[config.mk]
export PLATFORM = sky130hd
export DESIGN_NAME = outcome_demux_n
export DESIGN_NICKNAME = d
export VERILOG_FILES = /design/src/rtl/outcome_demux_n.sv
export SDC_FILE = /design/constraint.sdc
export NUM_CORES = 1
export LEC_CHECK = 0
export CELL_PAD_IN_SITES_DETAIL_PLACEMENT = 1
export CELL_PAD_IN_SITES_GLOBAL_PLACEMENT = 1
export CORE_MARGIN = 2
export CORE_UTILIZATION = 25
export DETAILED_ROUTE_END_ITERATION = 10
export GPL_ROUTABILITY_DRIVEN = 0
export GPL_TIMING_DRIVEN = 0
export PLACE_DENSITY = 0.59
export REMOVE_ABC_BUFFERS = 1
export SLEW_MARGIN = 40
export SYNTH_ARGS = -nofsm -noshare
export SYNTH_HDL_FRONTEND = slang
export SYNTH_SLANG_ARGS = --single-unit
export TNS_END_PERCENT = 5
[constraint.sdc]
create_clock -name clk -period 4.1 [get_ports clk]
set_input_delay 0.41 -clock clk [delete_from_list [all_inputs] [get_ports clk]]
set_output_delay 0.41 -clock clk [all_outputs]
set_load 0.01 [all_outputs]
[src/rtl/outcome_demux_n.sv]
// N-channel branch-outcome router: one registered stage that steers a resolved
// branch update to a single predictor bank and keeps per-channel miss statistics.
module outcome_demux_n #(
    parameter int NUM_CH  = 4,
    parameter int ADDR_W  = 3,
    parameter int CNT_W   = 8,
    parameter bit HOLD_OT = 1'b0
) (
    input  logic                      clk,
    input  logic                      rst_n,
    input  logic                      in_valid,
    input  logic [ADDR_W-1:0]         addr,
    input  logic                      otcome,
    input  logic                      miss,
    input  logic                      clr_cnt,
    output logic [NUM_CH-1:0]         out_valid,
    output logic [NUM_CH-1:0]         ot,
    output logic [NUM_CH-1:0]         miss_out,
    output logic [NUM_CH*CNT_W-1:0]   miss_cnt,
    output logic                      bad_addr,
    output logic [CNT_W-1:0]          bad_cnt
);

    localparam logic [ADDR_W-1:0] MAX_ADDR = ADDR_W'(NUM_CH);
    localparam logic [CNT_W-1:0]  CNT_MAX  = '1;

    logic [NUM_CH-1:0]            sel;
    logic                         bad;

    logic [NUM_CH-1:0]            out_valid_d, out_valid_q;
    logic [NUM_CH-1:0]            ot_d,        ot_q;
    logic [NUM_CH-1:0]            miss_out_d,  miss_out_q;
    logic [NUM_CH-1:0][CNT_W-1:0] miss_cnt_d,  miss_cnt_q;
    logic                         bad_addr_d,  bad_addr_q;
    logic [CNT_W-1:0]             bad_cnt_d,   bad_cnt_q;

    // Address k+1 selects channel k; address 0 is a legal "no route".
    always_comb begin
        // NOTE: every always_comb output gets a default first so no path can infer a latch.
        sel = '0;
        for (int k = 0; k < NUM_CH; k++) begin
            sel[k] = in_valid && (addr == ADDR_W'(k + 1));
        end
        bad = in_valid && (addr > MAX_ADDR);
    end

    always_comb begin
        out_valid_d = sel;
        miss_out_d  = sel & {NUM_CH{miss}};
        bad_addr_d  = bad;
        ot_d        = '0;
        miss_cnt_d  = miss_cnt_q;
        bad_cnt_d   = bad_cnt_q;

        for (int k = 0; k < NUM_CH; k++) begin
            ot_d[k] = sel[k] ? otcome : (HOLD_OT ? ot_q[k] : 1'b0);
            if (sel[k] && miss && (miss_cnt_q[k] != CNT_MAX)) begin
                miss_cnt_d[k] = miss_cnt_q[k] + CNT_W'(1);
            end
        end

        if (bad && (bad_cnt_q != CNT_MAX)) begin
            bad_cnt_d = bad_cnt_q + CNT_W'(1);
        end

        // A clear in the same cycle as an increment wins; the increment is lost.
        if (clr_cnt) begin
            miss_cnt_d = '0;
            bad_cnt_d  = '0;
        end
    end

    always_ff @(posedge clk) begin
        // NOTE: state updates use non-blocking assignments so all flops see pre-edge values.
        if (!rst_n) begin
            out_valid_q <= '0;
            ot_q        <= '0;
            miss_out_q  <= '0;
            miss_cnt_q  <= '0;
            bad_addr_q  <= 1'b0;
            bad_cnt_q   <= '0;
        end else begin
            out_valid_q <= out_valid_d;
            ot_q        <= ot_d;
            miss_out_q  <= miss_out_d;
            miss_cnt_q  <= miss_cnt_d;
            bad_addr_q  <= bad_addr_d;
            bad_cnt_q   <= bad_cnt_d;
        end
    end

    assign out_valid = out_valid_q;
    assign ot        = ot_q;
    assign miss_out  = miss_out_q;
    assign miss_cnt  = miss_cnt_q;
    assign bad_addr  = bad_addr_q;
    assign bad_cnt   = bad_cnt_q;

endmodule

==> results.cfg, run 1 <==
[run_status]
status = finished, final reports clean

[power]
p_total_uw = 981
power_density_nw_per_um2 = 305
ir_drop_mv = 0.143
p_leak_uw = 0.00109

[place]
dp.cells = 418
dpl.hpwl_um = 4500
portBuffers = 61
placed_area_um2 = 3090

[layout]
fillers = 1082
multi_input_area_um2 = 1250
seq_area_um2 = 1060
design_area_um2 = 3220
diodes = 0
nNetsFinal = 328
instances_no_fill = 426
area.growth.synth_to_final_pct = 36.1
drive_above_1_share_pct = 6.03

[clock_tree]
cts_buffer_depth = 2
clkSlewWorstSetupHoldPaths_ns = 0.09
cts_root_buf = clkbuf_8
cts_sinks = 53
cts_tree = yes
cts.hold.buffers_added = 0
cts_setup_buffers = 0
cts_buffers = 5
cts-htree-levels = 2
clock_latency_ns = 0.30
cts_resized = 0

[timing]
post-route-period-util_pct = 49.8
hold_viol_final = 0
max_freq_mhz = 490
rsz0062_at_grt = no
tns_ns = 0
tightest_slew_ns = 0.457
finalSetupViolations = 0
min_period_ns = 2.04
slew_viol_final = 0
clock_skew_ns = 0.00604
relSlewSlack_pct = 69.6
hold_slack_ns = 0.514

[grt]
grt_pass1_wl_um = 10400
track_usage_pct = 12.5
antenna_found_initial = 0
grt_max_degree = 39
gr-total-overflow = 0
grt_pass1_vias = 2126

[drt]
vias_per_cell = 4.92
wl_per_cell_um = 14.2
totalWireLength_um = 6060
vias = 2096
final_antenna_net_count = 0
dr.pass1.iters = 4
drt_iter0_drc = 32
post-route-drc-count = 0

[synthesis]
ys.flop_type = dfxtp_1
synth_area_leader_cell = dfxtp_1
synth_cell_types = 43
synthCells = 251
ys_ff_latch = 53
syn_avg_cell_area_um2 = 9.43
synth-edff-count = 0
synth_warnings = 0
async_reset_ff_share_pct = 0
syn_area_um2 = 2370
yosysSeqAreaShare_pct = 44.8
synth_top_area_share_pct = 44.8
synth.area.top_cells = dfxtp_1 45%, xor2_1 4.4%, nor2_1 3.6%, nand3_1 3.6%, and2_1 3.2%

[setup_path]
start_kind = input pin
cp.required_ns = 4.33
crit_path_max_fanout = 9
worstSetupEndpointType = flop
crit_arrival_ns = 2.27
crit_type = in -> reg

[floorplanning]
start_util_pct = 25.7
die_h_um = 101
die_area_um2 = 10300
dieWidth_um = 101
core.rowCount = 35
coreArea_um2 = 9200
io_pins = 62

[flow_run]
drv_cap = 0

[min_path]
hp-class = reg -> reg
[state kept, by name, indices dropped and copies added, names as in the netlist]
signal,count
bad_addr,1
bad_cnt,8
miss_cnt,32
miss_out,4
ot,4
out_valid,4
[critical path: stages]
cell             delay [ns]
clkdlybuf4s50_1        0.58
and3b_1                0.45
o211ai_4               0.17
or4_1                  0.49
a21oi_1                0.15
[kinds of logic after synthesis]
family                   synth area share [%]
AO/OA/AOI/OAI                            16.3
AND/OR/NAND/NOR                          26.5
buffers and inverters                    2.70
adder cells (fa/ha/maj)                  2.64
multiplexers                             2.54
XOR/XNOR                                 4.44
flip-flops                               44.8
[cells in the mapped netlist, types with 2 or more instances]
cell and n:
and3_1 3, o211ai_1 4, dfxtp_1 53, nand3b_1 4, or4_1 5, nand2_1 11
nor4_1 7, o2111ai_1 5, or3_1 4, buf_6 2, inv_1 7, and2_1 12
a31oi_1 4, nand2b_1 5, or3_2 4, mux2i_1 6, nand3_1 17, nor2_1 23
nand4_1 7, o211ai_4 2, nor3_1 4, o21a_1 4, xor2_1 12, o31ai_1 3
ha_1 5, o211a_1 2, o21ai_0 8, a21oi_1 11, and4_1 2, clkbuf_1 2
[cells in the final DEF (no fill, tap or decap), drive strengths merged, types with 8 or more instances in the layout]
| cell type | instances |
|---|---|
| a21oi | 11 |
| and2 | 12 |
| clkdlybuf4s50 | 61 |
| dfxtp | 53 |
| nand2 | 11 |
| nand3 | 17 |
| nor2 | 23 |
| o21ai | 9 |
| or3 | 8 |
| xor2 | 12 |
[layout make-up]
type | count | area share (%)
multi-input cells | 186 | 38.8
flip-flops and latches | 53 | 33.0
repair buffers | 61 | 19.0
well taps | 111 | 4.31
clock buffers | 5 | 2.14
clock inverters | 3 | 2.02
inverters | 7 | 0.816
[through the flow]
stage	utilization [%]	setup slack [ns]
after floorplan	-	2.36
after detailed placement	33.6	1.72
after global placement	33.5	1.22
after CTS	35.0	2.04
final	35.0	2.06
after global routing	35.0	1.94
[worst paths after layout]
kind                              startpoint      endpoint  slack, ns  cells past startpoint
worst max-delay path                 addr[2]  miss_cnt[21]       2.06                      5
worst min-delay path              bad_cnt[6]    bad_cnt[6]       0.51                      2
worst max register to register  miss_cnt[24]  miss_cnt[29]       2.30                      5
worst min register to register    bad_cnt[6]    bad_cnt[6]       0.51                      2
[power breakdown]
group	switching, uW	leakage (uW)	internal [uW]
clock network	172	0.0000681	243
logic	27.9	0.000599	19.8
registers	1.46	0.000427	517
total	202	0.00109	779
[routing by layer]
metal | GRT usage, % | wire length, um | vias to the layer above
met5 | 0 | 0 | -
met3 | 2.83 | 256 | 2
met2 | 19.6 | 2690 | 47
li1 | - | - | 1051
met1 | 17.6 | 3070 | 996
met4 | 2.49 | 38 | 0
(Power assumes the default switching activity.)
==> inputs of run 2 (changes only) <==
--- a/config.mk
+++ b/config.mk
@@ -12,7 +12,7 @@
 export DETAILED_ROUTE_END_ITERATION = 10
 export GPL_ROUTABILITY_DRIVEN = 0
 export GPL_TIMING_DRIVEN = 0
-export PLACE_DENSITY = 0.59
+export PLACE_DENSITY = 0.61
 export REMOVE_ABC_BUFFERS = 1
 export SLEW_MARGIN = 40
 export SYNTH_ARGS = -nofsm -noshare
==> constraint.sdc (replaced) <==
create_clock -name clk -period 1.7 [get_ports clk]
set_input_delay 0.17 -clock clk [delete_from_list [all_inputs] [get_ports clk]]
set_output_delay 0.17 -clock clk [all_outputs]
set_load 0.01 [all_outputs]
==> run 2 against run 1 <==
Against the previous run:
- power is 110% higher
- global-route usage is 0.086 points lower
- critical path type is now reg -> reg
- sequential cell count stayed put
- hold slack worse by 0.24 ns
- largest cell class unchanged
- worst setup slack worse by 2.0 ns
==> results.cfg, run 2 (synthesis results as in run 1) <==
[layout]
fillers = 1077
nNetsFinal = 332
instances_no_fill = 430
diodes = 0
area.growth.synth_to_final_pct = 36.8
fin_util_pct = 35.2
design_area_um2 = 3240
drive_above_1_share_pct = 8.78
largest_reg_flops = 32
final_cell_mix = 59 x clkdlybuf4s50_1, 51 x dfxtp_1, 23 x nor2_1, 17 x nand3_1
layout_commonest_cell = clkdlybuf4s50_1

[timing]
fin_ws_ns = 0.0580
slew_viol_final = 0
tightest_slew_ns = 0.446
max_freq_mhz = 609
tns_ns = 0
post-route-period-util_pct = 96.6
relSlewSlack_pct = 70.0
min_period_ns = 1.64
hold_viol_final = 0
clock_skew_ns = 0.00715
finalSetupViolations = 0
rsz0062_at_grt = yes

[setup_path]
reg2reg_from = miss_cnt[24]
worstSetupEndpointType = flop
crit_start = miss_cnt[24]
crit_type = reg -> reg
crit_path_max_fanout = 6
worstRegToRegCells = 6
start_kind = flop
rr_endpoint = miss_cnt[26]
cp.required_ns = 1.95
crit_arrival_ns = 1.89
r2r_slack_ns = 0.06

[min_path]
hp-class = in -> reg
holdPathEnd = miss_out[3]
hold_depth = 2
worstHoldStart = miss

[grt]
grt_pass1_wl_um = 10200
antenna_found_initial = 0
track_usage_pct = 12.4
gr-total-overflow = 0
grt_pass1_vias = 2092
grt_max_degree = 21

[clock_tree]
cts-htree-levels = 2
cts_sinks = 53
cts_buffers = 5
cts.hold.buffers_added = 0
clock_latency_ns = 0.31
cts_buffer_depth = 2
clkSlewWorstSetupHoldPaths_ns = 0.10
cts_root_buf = clkbuf_8
cts_tree = yes

[floorplanning]
dieWidth_um = 101
coreArea_um2 = 9200
io_pins = 62
core.rowCount = 35
die_area_um2 = 10300
start_util_pct = 25.7
die_h_um = 101

[drt]
post-route-drc-count = 0
drt_iter0_drc = 55
totalWireLength_um = 6240
wl_per_cell_um = 14.5
vias_per_cell = 4.94
vias = 2124
final_antenna_net_count = 0
dr.pass1.iters = 4

[flow_run]
drv_cap = 0

[place]
place_ws_ns = -0.433
dpl.hpwl_um = 4580
portBuffers = 61
dp.cells = 419
placed_area_um2 = 3110

[power]
ir_drop_mv = 0.268
p_leak_uw = 0.00111
power_density_nw_per_um2 = 648

[run_status]
status = finished, final reports clean
[run 2: cell types whose count changed in the layout (fill, tap and decap cells not counted), sizes merged]
cell,previous run,this run
buf,0,4
bufinv,2,0
clkbuf,5,6
clkdlybuf4s50,61,59
clkinv,1,2
dlygate4sd2,0,1
dlymetal6s2s,0,1
[run 2: timing repair]
item / CTS / global route
buffers inserted: 1 / 2
endpoints found under the setup margin: 10 / 13
gates resized for setup: 6 / 5
pin swaps: 1 / 3
hold endpoints to repair: 0 / 0
cloned: 0 / 0
[run 2: worst max path at each step]
stage                   end  slack [ns]  cells after the start
2_1_floorplan  miss_cnt[29]        0.05                      5
3_3_place_gp     bad_cnt[4]       -0.89                      4
3_5_place_dp   miss_cnt[13]       -0.43                      5
4_1_cts        miss_cnt[29]       -0.02                      5
5_1_grt        miss_cnt[30]       -0.01                      5
6_report       miss_cnt[26]        0.06                      6
[run 2: metal layers]
metal / GRT usage (%) / wire (um) / vias to the layer above
li1: - / - / 1065
met1: 16.9 / 3170 / 1002
met2: 19.2 / 2670 / 50
met3: 3.52 / 331 / 7
met4: 3.43 / 67 / 0
met5: 0 / 0 / -
[run 2: per-stage QoR]
stage | total power, uW | hold WS [ns]
2_1_floorplan | 1330 | 0.264
3_3_place_gp | 1390 | 0.494
3_5_place_dp | 1400 | 0.499
4_1_cts | 2130 | 0.451
5_1_grt | 2180 | 0.274
6_report | 2100 | 0.272
[run 2: final cells by class]
| class | instances | area [um2] | area share [%] |
|---|---|---|---|
| inverters | 7 | 26.3 | 0.812 |
| well taps | 111 | 139 | 4.29 |
| repair buffers | 65 | 666 | 20.6 |
| clock buffers | 6 | 72.6 | 2.24 |
| flip-flops and latches | 53 | 1070 | 32.9 |
| multi-input cells | 186 | 1260 | 38.8 |
| clock inverters | 2 | 10.0 | 0.309 |
[run 2: where the power goes]
group / leakage (uW) / internal, uW / switching [uW]
sequential: 0.000429 / 1250 / 3.42
clock: 0.0000450 / 287 / 435
combinational: 0.000634 / 54.9 / 71.1
[run 2: critical path, cell delays in order (launching register included)]
cell and delay [ns]:
dfxtp_4 0.38, ha_2 0.20, nand4_1 0.18, o2111ai_4 0.19, buf_6 0.17, or3_1 0.31
a21oi_1 0.14
